### config.mk
export PLATFORM = sky130hd
export DESIGN_NAME = mux_scan_decoder
export DESIGN_NICKNAME = d
export VERILOG_FILES = /design/src/rtl/mux_scan_decoder.sv
export SDC_FILE = /design/constraint.sdc
export NUM_CORES = 1
export LEC_CHECK = 0
export CORE_MARGIN = 8
export CORE_UTILIZATION = 51
export CTS_CLUSTER_DIAMETER = 80
export DETAILED_ROUTE_END_ITERATION = 8
export PLACE_DENSITY = 0.8
export SLEW_MARGIN = 20
export SYNTH_ARGS = -nofsm -noshare
export SYNTH_HDL_FRONTEND = slang
export SYNTH_SLANG_ARGS = --single-unit
export TNS_END_PERCENT = 10
### constraint.sdc
create_clock -name MUX_CLK -period 4 [get_ports MUX_CLK]
set_input_delay 0.8 -clock MUX_CLK [delete_from_list [all_inputs] [get_ports MUX_CLK]]
set_output_delay 0.8 -clock MUX_CLK [all_outputs]
set_load 0.005 [all_outputs]
### src/rtl/mux_scan_decoder.sv
// -----------------------------------------------------------------------------
// mux_scan_decoder
//
// Receive-side tap for a four-digit multiplexed 7-segment mm:ss scan bus.
// Samples the digit / anode / decimal-point bus, waits for each anode pattern
// to dwell for STABLE_CYCLES cycles, then captures that digit into a shadow
// frame. Once idx0..idx3 have arrived in order, the frame is range checked.
// A good frame is published as BCD and as binary seconds.
// Malformed scans raise one-cycle error pulses and sticky status bits.
//
// Optional feature: define MUX_SCAN_DELTA_CHECK_EN to add tick_err and
// err_status[4]. Every committed frame after the first must then show the same
// time as the previous frame, or exactly one second later (mod 3600).
//
// Ports:
//   MUX_CLK      system clock
//   MUX_RST      asynchronous reset, active-high
//   in_digit     BCD digit on the scan bus
//   in_an        active-low one-hot anode select (1111 = blank)
//   in_dp        active-low decimal point (low only on the minutes-unit digit)
//   err_clr      synchronous clear of err_status
//   sec_unit, sec_ten, min_unit, min_ten   last committed frame, BCD
//   total_sec    last committed frame in seconds, 0..3599
//   frame_valid  one-cycle pulse on frame commit
//   an_err, seq_err, range_err, dp_err     one-cycle error pulses
//   tick_err     one-cycle time-delta error pulse (MUX_SCAN_DELTA_CHECK_EN only)
//   err_status   sticky {[tick,] dp, range, seq, an} error bits
// -----------------------------------------------------------------------------
module mux_scan_decoder #(
  parameter int unsigned STABLE_CYCLES = 2   // legal range 1..15
) (
  input  logic        MUX_CLK,
  input  logic        MUX_RST,
  input  logic [3:0]  in_digit,
  input  logic [3:0]  in_an,
  input  logic        in_dp,
  input  logic        err_clr,
  output logic [3:0]  sec_unit,
  output logic [3:0]  sec_ten,
  output logic [3:0]  min_unit,
  output logic [3:0]  min_ten,
  output logic [11:0] total_sec,
  output logic        frame_valid,
  output logic        an_err,
  output logic        seq_err,
  output logic        range_err,
  output logic        dp_err,
`ifdef MUX_SCAN_DELTA_CHECK_EN
  output logic        tick_err,
  output logic [4:0]  err_status
`else
  output logic [3:0]  err_status
`endif
);

`ifdef MUX_SCAN_DELTA_CHECK_EN
  localparam int ERR_W = 5;
`else
  localparam int ERR_W = 4;
`endif

  localparam logic [3:0] STABLE    = 4'(STABLE_CYCLES);
  localparam logic [3:0] STABLE_M1 = 4'(STABLE_CYCLES - 1);

  typedef enum logic [2:0] {HUNT, EXP1, EXP2, EXP3, COMMIT} state_t;

  // ---------------------------------------------------------------------------
  // Input stage and dwell counter
  // ---------------------------------------------------------------------------
  logic [3:0] an_q, an_prev_q, dig_q, cnt_q;
  logic       dp_q;
  logic       strobe;

  // NOTE: clocked state is written only with non-blocking assignments. Every
  // register then updates from the values that held before the edge, whatever
  // order the statements appear in.
  always_ff @(posedge MUX_CLK or posedge MUX_RST) begin
    if (MUX_RST) begin
      // The anode registers reset to "blank". The first dwell after reset then
      // cannot be mistaken for an illegal 0000 pattern.
      an_q      <= 4'b1111;
      an_prev_q <= 4'b1111;
      dig_q     <= 4'd0;
      dp_q      <= 1'b1;
      cnt_q     <= 4'd0;
    end else begin
      an_q      <= in_an;
      dig_q     <= in_digit;
      dp_q      <= in_dp;
      an_prev_q <= an_q;
      if (an_q != an_prev_q)  cnt_q <= 4'd0;
      else if (cnt_q != STABLE) cnt_q <= cnt_q + 4'd1;
    end
  end

  // Fires in the cycle where the counter steps from STABLE-1 to STABLE. The
  // counter saturates at STABLE, so the strobe fires once per dwell.
  assign strobe = (an_q == an_prev_q) && (cnt_q == STABLE_M1);

  // ---------------------------------------------------------------------------
  // Anode decode, expected index, dp rule, range check, seconds arithmetic
  // ---------------------------------------------------------------------------
  logic [3:0]  shadow_q [4];
  state_t      state_q, state_after_cap;
  logic [1:0]  an_idx, exp_idx;
  logic        an_blank, an_illegal, dp_bad, range_ok;
  logic [11:0] su, st, mu, mt, total_calc;

  // NOTE: every variable gets a default at the top of the combinational block.
  // Any path that skipped an assignment would otherwise infer a latch.
  always_comb begin
    an_idx     = 2'd0;
    an_blank   = 1'b0;
    an_illegal = 1'b0;
    unique case (an_q)
      4'b1110: an_idx = 2'd0;
      4'b1101: an_idx = 2'd1;
      4'b1011: an_idx = 2'd2;
      4'b0111: an_idx = 2'd3;
      4'b1111: an_blank = 1'b1;
      default: an_illegal = 1'b1;
    endcase

    exp_idx         = 2'd0;
    state_after_cap = EXP1;
    case (state_q)
      HUNT:    begin exp_idx = 2'd0; state_after_cap = EXP1;   end
      EXP1:    begin exp_idx = 2'd1; state_after_cap = EXP2;   end
      EXP2:    begin exp_idx = 2'd2; state_after_cap = EXP3;   end
      EXP3:    begin exp_idx = 2'd3; state_after_cap = COMMIT; end
      default: begin exp_idx = 2'd0; state_after_cap = HUNT;   end
    endcase

    // The decimal point is lit (low) only on the minutes-unit digit.
    dp_bad = (an_idx == 2'd2) ? dp_q : ~dp_q;

    range_ok = (shadow_q[0] <= 4'd9) && (shadow_q[1] <= 4'd5) &&
               (shadow_q[2] <= 4'd9) && (shadow_q[3] <= 4'd5);

    // Shift-add: 600 = 512+64+16+8, 60 = 32+16+8+4, 10 = 8+2.
    su = {8'd0, shadow_q[0]};
    st = {8'd0, shadow_q[1]};
    mu = {8'd0, shadow_q[2]};
    mt = {8'd0, shadow_q[3]};
    total_calc = (mt << 9) + (mt << 6) + (mt << 4) + (mt << 3)
               + (mu << 5) + (mu << 4) + (mu << 3) + (mu << 2)
               + (st << 3) + (st << 1) + su;
  end

  // ---------------------------------------------------------------------------
  // Frame state machine with registered outputs
  // ---------------------------------------------------------------------------
  logic [3:0]       sec_unit_q, sec_ten_q, min_unit_q, min_ten_q;
  logic [11:0]      total_sec_q;
  logic             frame_valid_q, an_err_q, seq_err_q, range_err_q, dp_err_q;
  logic [ERR_W-1:0] err_status_q, err_set;
`ifdef MUX_SCAN_DELTA_CHECK_EN
  logic             tick_err_q, have_prev_q;
  logic [11:0]      next_sec;
  assign next_sec = (total_sec_q == 12'd3599) ? 12'd0 : total_sec_q + 12'd1;
  assign err_set  = {tick_err_q, dp_err_q, range_err_q, seq_err_q, an_err_q};
`else
  assign err_set  = {dp_err_q, range_err_q, seq_err_q, an_err_q};
`endif

  always_ff @(posedge MUX_CLK or posedge MUX_RST) begin
    if (MUX_RST) begin
      state_q       <= HUNT;
      // NOTE: the shadow frame is only four nibbles and its reset value is
      // observable behaviour, so the array is reset. Large storage arrays are
      // normally left unreset.
      for (int i = 0; i < 4; i++) shadow_q[i] <= 4'd0;
      sec_unit_q    <= 4'd0;
      sec_ten_q     <= 4'd0;
      min_unit_q    <= 4'd0;
      min_ten_q     <= 4'd0;
      total_sec_q   <= 12'd0;
      frame_valid_q <= 1'b0;
      an_err_q      <= 1'b0;
      seq_err_q     <= 1'b0;
      range_err_q   <= 1'b0;
      dp_err_q      <= 1'b0;
      err_status_q  <= '0;
`ifdef MUX_SCAN_DELTA_CHECK_EN
      tick_err_q    <= 1'b0;
      have_prev_q   <= 1'b0;
`endif
    end else begin
      frame_valid_q <= 1'b0;
      an_err_q      <= 1'b0;
      seq_err_q     <= 1'b0;
      range_err_q   <= 1'b0;
      dp_err_q      <= 1'b0;
`ifdef MUX_SCAN_DELTA_CHECK_EN
      tick_err_q    <= 1'b0;
`endif
      // Sticky bits follow the pulse registers. A pulse that coincides with
      // err_clr is ORed in after the clear, so the set wins.
      err_status_q <= (err_clr ? '0 : err_status_q) | err_set;

      case (state_q)
        COMMIT: begin
          state_q <= HUNT;
          if (range_ok) begin
            sec_unit_q    <= shadow_q[0];
            sec_ten_q     <= shadow_q[1];
            min_unit_q    <= shadow_q[2];
            min_ten_q     <= shadow_q[3];
            total_sec_q   <= total_calc;
            frame_valid_q <= 1'b1;
`ifdef MUX_SCAN_DELTA_CHECK_EN
            if (have_prev_q && (total_calc != total_sec_q) &&
                (total_calc != next_sec))
              tick_err_q <= 1'b1;
            have_prev_q <= 1'b1;
`endif
          end else begin
            range_err_q <= 1'b1;
          end
        end
        default: begin
          if (strobe) begin
            if (an_illegal) begin
              an_err_q <= 1'b1;
              state_q  <= HUNT;
            end else if (!an_blank) begin
              if (an_idx == exp_idx) begin
                shadow_q[an_idx] <= dig_q;
                dp_err_q         <= dp_bad;
                state_q          <= state_after_cap;
              end else if (state_q != HUNT) begin
                // Out of order. An idx0 restarts the frame, anything else resyncs.
                seq_err_q <= 1'b1;
                if (an_idx == 2'd0) begin
                  shadow_q[0] <= dig_q;
                  dp_err_q    <= dp_bad;
                  state_q     <= EXP1;
                end else begin
                  state_q <= HUNT;
                end
              end
              // In HUNT, a non-zero index is ignored while waiting to sync.
            end
          end
        end
      endcase
    end
  end

  assign sec_unit    = sec_unit_q;
  assign sec_ten     = sec_ten_q;
  assign min_unit    = min_unit_q;
  assign min_ten     = min_ten_q;
  assign total_sec   = total_sec_q;
  assign frame_valid = frame_valid_q;
  assign an_err      = an_err_q;
  assign seq_err     = seq_err_q;
  assign range_err   = range_err_q;
  assign dp_err      = dp_err_q;
  assign err_status  = err_status_q;
`ifdef MUX_SCAN_DELTA_CHECK_EN
  assign tick_err    = tick_err_q;
`endif

endmodule

==> run_results.csv, run 1 <==
group,metric,value,unit
run_status,status,"finished, violations left",
run_status,violations,"setup timing",
worst_setup_path,critPathBufInv,4,
worst_hold_path,hold_depth,1,
die,die_x,105,um
worst_setup_path,crit_fanout,3,
place,place.gp.congestion,0.853,
power,p_leak,2.52,nW
timing,post-route-period-util,1.01,
final_layout,syn2layout_area_growth,24.5,%
place,port_buffers,48,
synthesis,synth_seq_area_share,0.451,
clocking,insertion_delay,0.35,ns
synthesis,synthCells,319,
place,dp_cells,477,
worst_setup_path,cp_cell_sequence,"fa_1 -> inv_2 -> fa_1 -> inv_1 -> fa_1 -> inv_1 -> fa_1 -> inv_2 -> ha_4 -> fa_2 -> a211oi_2 -> o21bai_1 -> a21oi_1 -> xnor2_1 -> mux2_2",
timing,hold_violations,0,
timing,clock_skew,0.0114,ns
timing,rsz0062_at_grt,"yes",
final_layout,instances_no_fill,497,
synthesis,synth_top_cell_by_area,"dfrtp_1",
flow_run,drv_cap,0,
timing,fmax,247,MHz
die,start_util,0.523,
clocking,clk_pin_slew_worst_paths,0.08,ns
synthesis,synthArstFlopShare,1.00,
route,vias,2603,
worst_setup_path,start_kind,"flip-flop",
place,post-place-ws,-0.0894,ns
worst_setup_path,cp.depth,15,
timing,drv_slew,0,
die,pin_count,49,
synthesis,yosys_warnings,0,
global_route,first_global_vias,2743,
final_layout,nNetsFinal,452,
route,drc_errors,0,
route,wire_per_inst,16.1,um
synthesis,netlist-cell-type-count,47,
timing,worst_pin_slew,0.656,ns
timing,max_slew_margin,0.562,
die,dieHeight,105,um
clocking,hold_buffers,0,
clocking,clock_path_buffers,2,
clocking,cts_tree,"yes",
global_route,grt_max_degree,33,
die,coreArea,7690,sq um
global_route,antenna_found_initial,0,
global_route,grt_pass1_wl,13.6,mm
route,antenna_left,0,
power,cellPowerDensity,297,nW/um^2
clocking,cts_root_buffer,"clkbuf_8",
synthesis,synth-edff-count,0,
synthesis,synth.most_common_cell,"dfrtp_1",
worst_setup_path,crit_arrival,4.30,ns
global_route,overflow,0,
die,dieArea,11000,sq um
route,drt-pass1-iter-count,4,
global_route,grt_util_all_layers,0.154,
worst_setup_path,crit_top_cell,"fa_1",
worst_setup_path,critPathSlowestCell,"fa_1",
power,peakVddDrop,0.180,mV
worst_setup_path,endpoint_kind,"flip-flop",
final_layout,diodes,0,
synthesis,synthTopCellsByArea,"dfrtp_1 39%, mux2_2 12%, fa_1 11%",
worst_setup_path,reg2regPathDepth,15,
clocking,numCtsBuffers,9,
synthesis,synth_common_cells,"63 x dfrtp_1, 45 x inv_1, 42 x mux2_2, 28 x ha_1, 22 x fa_1",
worst_hold_path,min_path_type,"flip-flop to flip-flop",
synthesis,ys_ff_latch,72,
timing,setup_viol,2,
synthesis,synth_top_area_frac,0.392,
worst_setup_path,critPathKind,"flip-flop to flip-flop",
timing,fin_crit,4.05,ns
route,viasPerCell,5.24,
final_layout,fillers,586,
worst_setup_path,critPathRequiredTime,4.24,ns
synthesis,synth-main-ff-cell,"dfrtp_1",
timing,fin_ws,-0.0520,ns
place,dp_hpwl,6.04,mm
synthesis,netlist_area,4020,sq um
final_layout,layout-drive-gt1-share,0.304,
die,row_count,32,
synthesis,syn_nets,381,
synthesis,syn_area_per_cell,12.6,sq um
clocking,htreeDepth,3,
route,drt_iter0_markers,75,
worst_setup_path,slowest_delay,0.52,ns
worst_setup_path,critPathTopFamily,"adder cells",
route,wl,7.98,mm
clocking,clock_sinks,72,
## path summary, 6_finish.rpt
kind / startpoint / slack (ns) / end
min in group asynchronous: MUX_RST / 0.86 / frame_valid
worst min-delay path: an_err / 0.46 / err_status[0]
worst min register to register: an_err / 0.46 / err_status[0]
max in group asynchronous: MUX_RST / 2.31 / an_q[1]
worst max-delay path: mu[3] / -0.05 / total_sec[11]
worst max register to register: mu[3] / -0.05 / total_sec[11]
## placed cells by master (no fill, tap or decap), drive strengths merged, types with 7 or more instances in the layout
master | netlist | routed
nor2 | 9 | 9
mux2 | 42 | 42
dfstp | 9 | 9
xnor2 | 13 | 13
a21o | 7 | 7
dfrtp | 63 | 63
clkbuf | 4 | 10
buf | 6 | 22
fa | 22 | 22
a21oi | 10 | 10
inv | 45 | 45
ha | 28 | 28
clkdlybuf4s50 | 0 | 48
## cell type report
class | instances | area (sq um) | share of cell area
flip-flops and latches | 72 | 1820 | 0.363
multi-input cells | 192 | 2020 | 0.405
clock inverters | 6 | 82.6 | 0.0165
inverters | 45 | 169 | 0.0338
repair buffers | 70 | 646 | 0.129
well taps | 102 | 128 | 0.0255
clock buffers | 10 | 138 | 0.0275
## cells by family (layout without fill, tap and decap cells)
| logic type | count (synthesis) | after routing | share of synthesized area |
|---|---|---|---|
| flops | 72 | 72 | 0.451 |
| buf+inv | 55 | 131 | 0.0567 |
| fa+ha+maj | 52 | 52 | 0.202 |
| simple gates | 44 | 44 | 0.0701 |
| mux | 43 | 43 | 0.120 |
| compound gates | 36 | 36 | 0.0629 |
| xor+xnor | 17 | 17 | 0.0371 |
## sequential cells by signal, summed over array words and instances, names as in the netlist, 3 cells and up
signal and flops:
state_q 3, an_prev_q 4, dig_q 4, mu 4
mt 4, shadow_q 8, err_status 4, total_sec 11
min_ten 4, sec_unit 4, min_unit 4, sec_ten 4
an_q 4, cnt_q 4
## what timing repair did
item | CTS | global route
endpoints found under the hold margin | 0 | 0
setup buffers | 2 | 2
endpoints found under the setup margin | 3 | 3
pin swaps | 12 | 15
resized for setup | 7 | 5
## report_power, final
part           internal [W]  switching (W)   total, W
Combinational     0.0000378      0.0000445  0.0000823
Clock              0.000365       0.000276   0.000641
Sequential         0.000742      0.0000182   0.000761
Total               0.00114       0.000339    0.00148
## through the flow
step           hold slack, ns  total power, W  setup TNS, ns   util  cell area, sq um
6_report                0.455         0.00148        -0.0595  0.651              5000
3_3_place_gp            0.434        0.000853        -0.0408  0.614              4720
3_5_place_dp            0.442        0.000857         -0.190  0.614              4720
2_1_floorplan           0.352        0.000827        -0.0124      -              4030
5_1_grt                 0.466         0.00155         -0.453  0.651              5000
4_1_cts                 0.459         0.00150         -0.134  0.646              4970
## routing by layer
layer / GRT usage / part of all wire / up-vias
met5: 0 / 0 / -
met4: 0.0612 / 0.018 / 0
met3: 0.0399 / 0.043 / 14
met2: 0.257 / 0.52 / 58
met1: 0.187 / 0.42 / 1330
li1: - / - / 1201
Note: power is estimated with default switching activity, not from simulation.
==> run 2: changes to the inputs <==
--- a/config.mk
+++ b/config.mk
@@ -5,11 +5,10 @@
 export SDC_FILE = /design/constraint.sdc
 export NUM_CORES = 1
 export LEC_CHECK = 0
-export CORE_MARGIN = 8
-export CORE_UTILIZATION = 51
+export CORE_UTILIZATION = 55
 export CTS_CLUSTER_DIAMETER = 80
 export DETAILED_ROUTE_END_ITERATION = 8
-export PLACE_DENSITY = 0.8
+export PLACE_DENSITY = 0.82
 export SLEW_MARGIN = 20
 export SYNTH_ARGS = -nofsm -noshare
 export SYNTH_HDL_FRONTEND = slang
==> constraint.sdc (replaced) <==
create_clock -name MUX_CLK -period 3.8 [get_ports MUX_CLK]
set_input_delay 0.76 -clock MUX_CLK [delete_from_list [all_inputs] [get_ports MUX_CLK]]
set_output_delay 0.76 -clock MUX_CLK [all_outputs]
set_load 0.005 [all_outputs]
==> run 2 against run 1 <==
- the run still ends with setup timing left
- hold slack worse by 0.0084 ns
- combinational power up 6.0%
- register-to-register slack got worse by 0.19 ns
- fmax rose by 0.24%
- final cell count down 0.40%
- critical path depth stayed put
- power down 3.0%
- setup slack got worse by 0.19 ns
- first-iteration DRC count is 1.3% lower
- critical path type unchanged
- largest cell class unchanged
==> run_results.csv, run 2 (same netlist as run 1, synthesis figures left out) <==
group,metric,value,unit
run_status,violations,"setup timing",
global_route,overflow,0,
clocking,clock_path_buffers,2,
power,p_leak,2.51,nW
die,pin_count,49,
worst_setup_path,critPathRequiredTime,4.04,ns
timing,worst_pin_slew,0.892,ns
timing,setup_viol,3,
worst_hold_path,min_path_type,"flip-flop to flip-flop",
worst_setup_path,crit_fanout,3,
timing,fin_ws,-0.242,ns
route,wire_per_inst,15.4,um
clocking,htreeDepth,3,
clocking,clock_sinks,72,
clocking,cts_root_buffer,"clkbuf_8",
clocking,insertion_delay,0.35,ns
final_layout,final_common_cell,"dfrtp_1",
final_layout,layout_common_cells,"59 x dfrtp_1, 48 x clkdlybuf4s50_1, 42 x mux2_2",
clocking,clk_pin_slew_worst_paths,0.08,ns
die,die_x,87.5,um
worst_setup_path,crit_start,"mu[3]",
timing,fmax,247,MHz
flow_run,drv_cap,0,
route,wl,7.63,mm
final_layout,syn2layout_area_growth,24.3,%
final_layout,nNetsFinal,456,
timing,rsz0062_at_grt,"yes",
run_status,status,"finished, violations left",
final_layout,layout-drive-gt1-share,0.316,
worst_setup_path,critPathKind,"flip-flop to flip-flop",
die,row_count,30,
power,peakVddDrop,0.192,mV
final_layout,instances_no_fill,495,
final_layout,diodes,0,
die,dieArea,7650,sq um
route,drc_errors,0,
global_route,grt_max_degree,45,
die,start_util,0.582,
final_layout,fin_util,0.723,
route,vias,2619,
worst_setup_path,r2r-start,"mu[3]",
clocking,numCtsBuffers,9,
die,dieHeight,87.5,um
timing,max_slew_margin,0.404,
route,drt_iter0_markers,74,
global_route,first_global_vias,2725,
worst_setup_path,reg2regPathDepth,15,
global_route,antenna_found_initial,0,
route,drt-pass1-iter-count,4,
place,dp_cells,479,
timing,clock_skew,0.00662,ns
route,viasPerCell,5.29,
worst_setup_path,crit_arrival,4.29,ns
worst_hold_path,min_from,"an_q[0]",
power,cellPowerDensity,288,nW/um^2
place,port_buffers,48,
worst_setup_path,start_kind,"flip-flop",
die,coreArea,6910,sq um
timing,post-route-period-util,1.06,
timing,drv_slew,0,
place,placed_area,4790,sq um
timing,hold_violations,0,
place,post-place-ws,-0.264,ns
final_layout,design_area,4990,sq um
place,dp_hpwl,5.73,mm
clocking,post_cts_buffers,0,
route,antenna_left,0,
worst_setup_path,endpoint_kind,"flip-flop",
timing,fin_crit,4.04,ns
place,place.gp.congestion,0.844,
worst_hold_path,hold_depth,0,
global_route,grt_pass1_wl,12.8,mm
clocking,cts_tree,"yes",
final_layout,largest_reg_flops,11,
timing,setup_tns,-0.606,ns
global_route,grt_util_all_layers,0.224,
[run 2: changes by cell type in the layout (fill, tap and decap cells not counted)]
| cell | delta |
|---|---|
| inv_6 | +1 |
| dfrtp_1 | -2 |
| bufinv_16 | -2 |
| a21oi_1 | -1 |
| inv_1 | +1 |
| dfrtp_2 | +2 |
| a21oi_2 | +1 |
| buf_4 | +4 |
| clkinvlp_4 | +3 |
| clkinv_2 | -2 |
| inv_2 | -1 |
[run 2: layout make-up]
type | count | area [sq um]
Clock buffer | 10 | 138
Clock inverter | 6 | 43.8
Fill cell | 483 | 1910
Inverter | 45 | 169
Multi-Input combinational cell | 192 | 2030
Sequential cell | 72 | 1820
Tap cell | 96 | 120
Timing Repair Buffer | 74 | 676
[run 2: critical path, stage by stage (launching register included)]
cell and delay (ns):
dfrtp_2 0.43, fa_1 0.55, inv_2 0.05, fa_1 0.48, inv_1 0.05, fa_1 0.47, inv_1 0.05, fa_1 0.49
inv_2 0.05, ha_4 0.16, fa_2 0.38, a211oi_2 0.21, o21bai_1 0.09, a21oi_1 0.16, xnor2_1 0.08, mux2_2 0.26
[run 2: power breakdown]
group,switching [W],internal [W]
Sequential,0.0000185,0.000781
Combinational,0.0000467,0.0000405
Clock,0.000297,0.000255
[run 2: path summary, 6_finish.rpt]
path,endpoint,slack (ns)
min,an_prev_q[0],0.45
max reg2reg,total_sec[11],-0.24
max,total_sec[11],-0.24
max in group asynchronous,an_q[3],2.07
min reg2reg,an_prev_q[0],0.45
min in group asynchronous,frame_valid,0.92
[run 2: what timing repair did]
item                                    CTS  global route
pin swaps                                 1             0
endpoints found under the setup margin    3             5
resized for setup                         5             1
hold buffers                              0             0
[run 2: metal layers]
metal  share of wire  wire length (um)  vias to the layer above  global-route usage
met1            0.41              3160                     1327               0.272
li1                -                 -                     1218                   -
met5               0                 0                        -                   0
met4           0.015               118                        0              0.0641
met2            0.53              4030                       60               0.393
met3           0.043               327                       14              0.0597
[run 2: stage by stage]
step	power, W	hold slack, ns
2_1_floorplan	0.000871	0.352
3_3_place_gp	0.000899	0.441
3_5_place_dp	0.000902	0.440
4_1_cts	0.00146	0.446
5_1_grt	0.00150	0.456
6_report	0.00144	0.447
==> run 3: changes to the inputs <==
--- a/config.mk
+++ b/config.mk
@@ -7,6 +7,7 @@
 export LEC_CHECK = 0
 export CORE_UTILIZATION = 55
 export CTS_CLUSTER_DIAMETER = 80
+export CTS_CLUSTER_SIZE = 24
 export DETAILED_ROUTE_END_ITERATION = 8
 export PLACE_DENSITY = 0.82
 export SLEW_MARGIN = 20
==> results of run 3 <==
No change in the layout: final DEF, timing and power equal those of run 2.
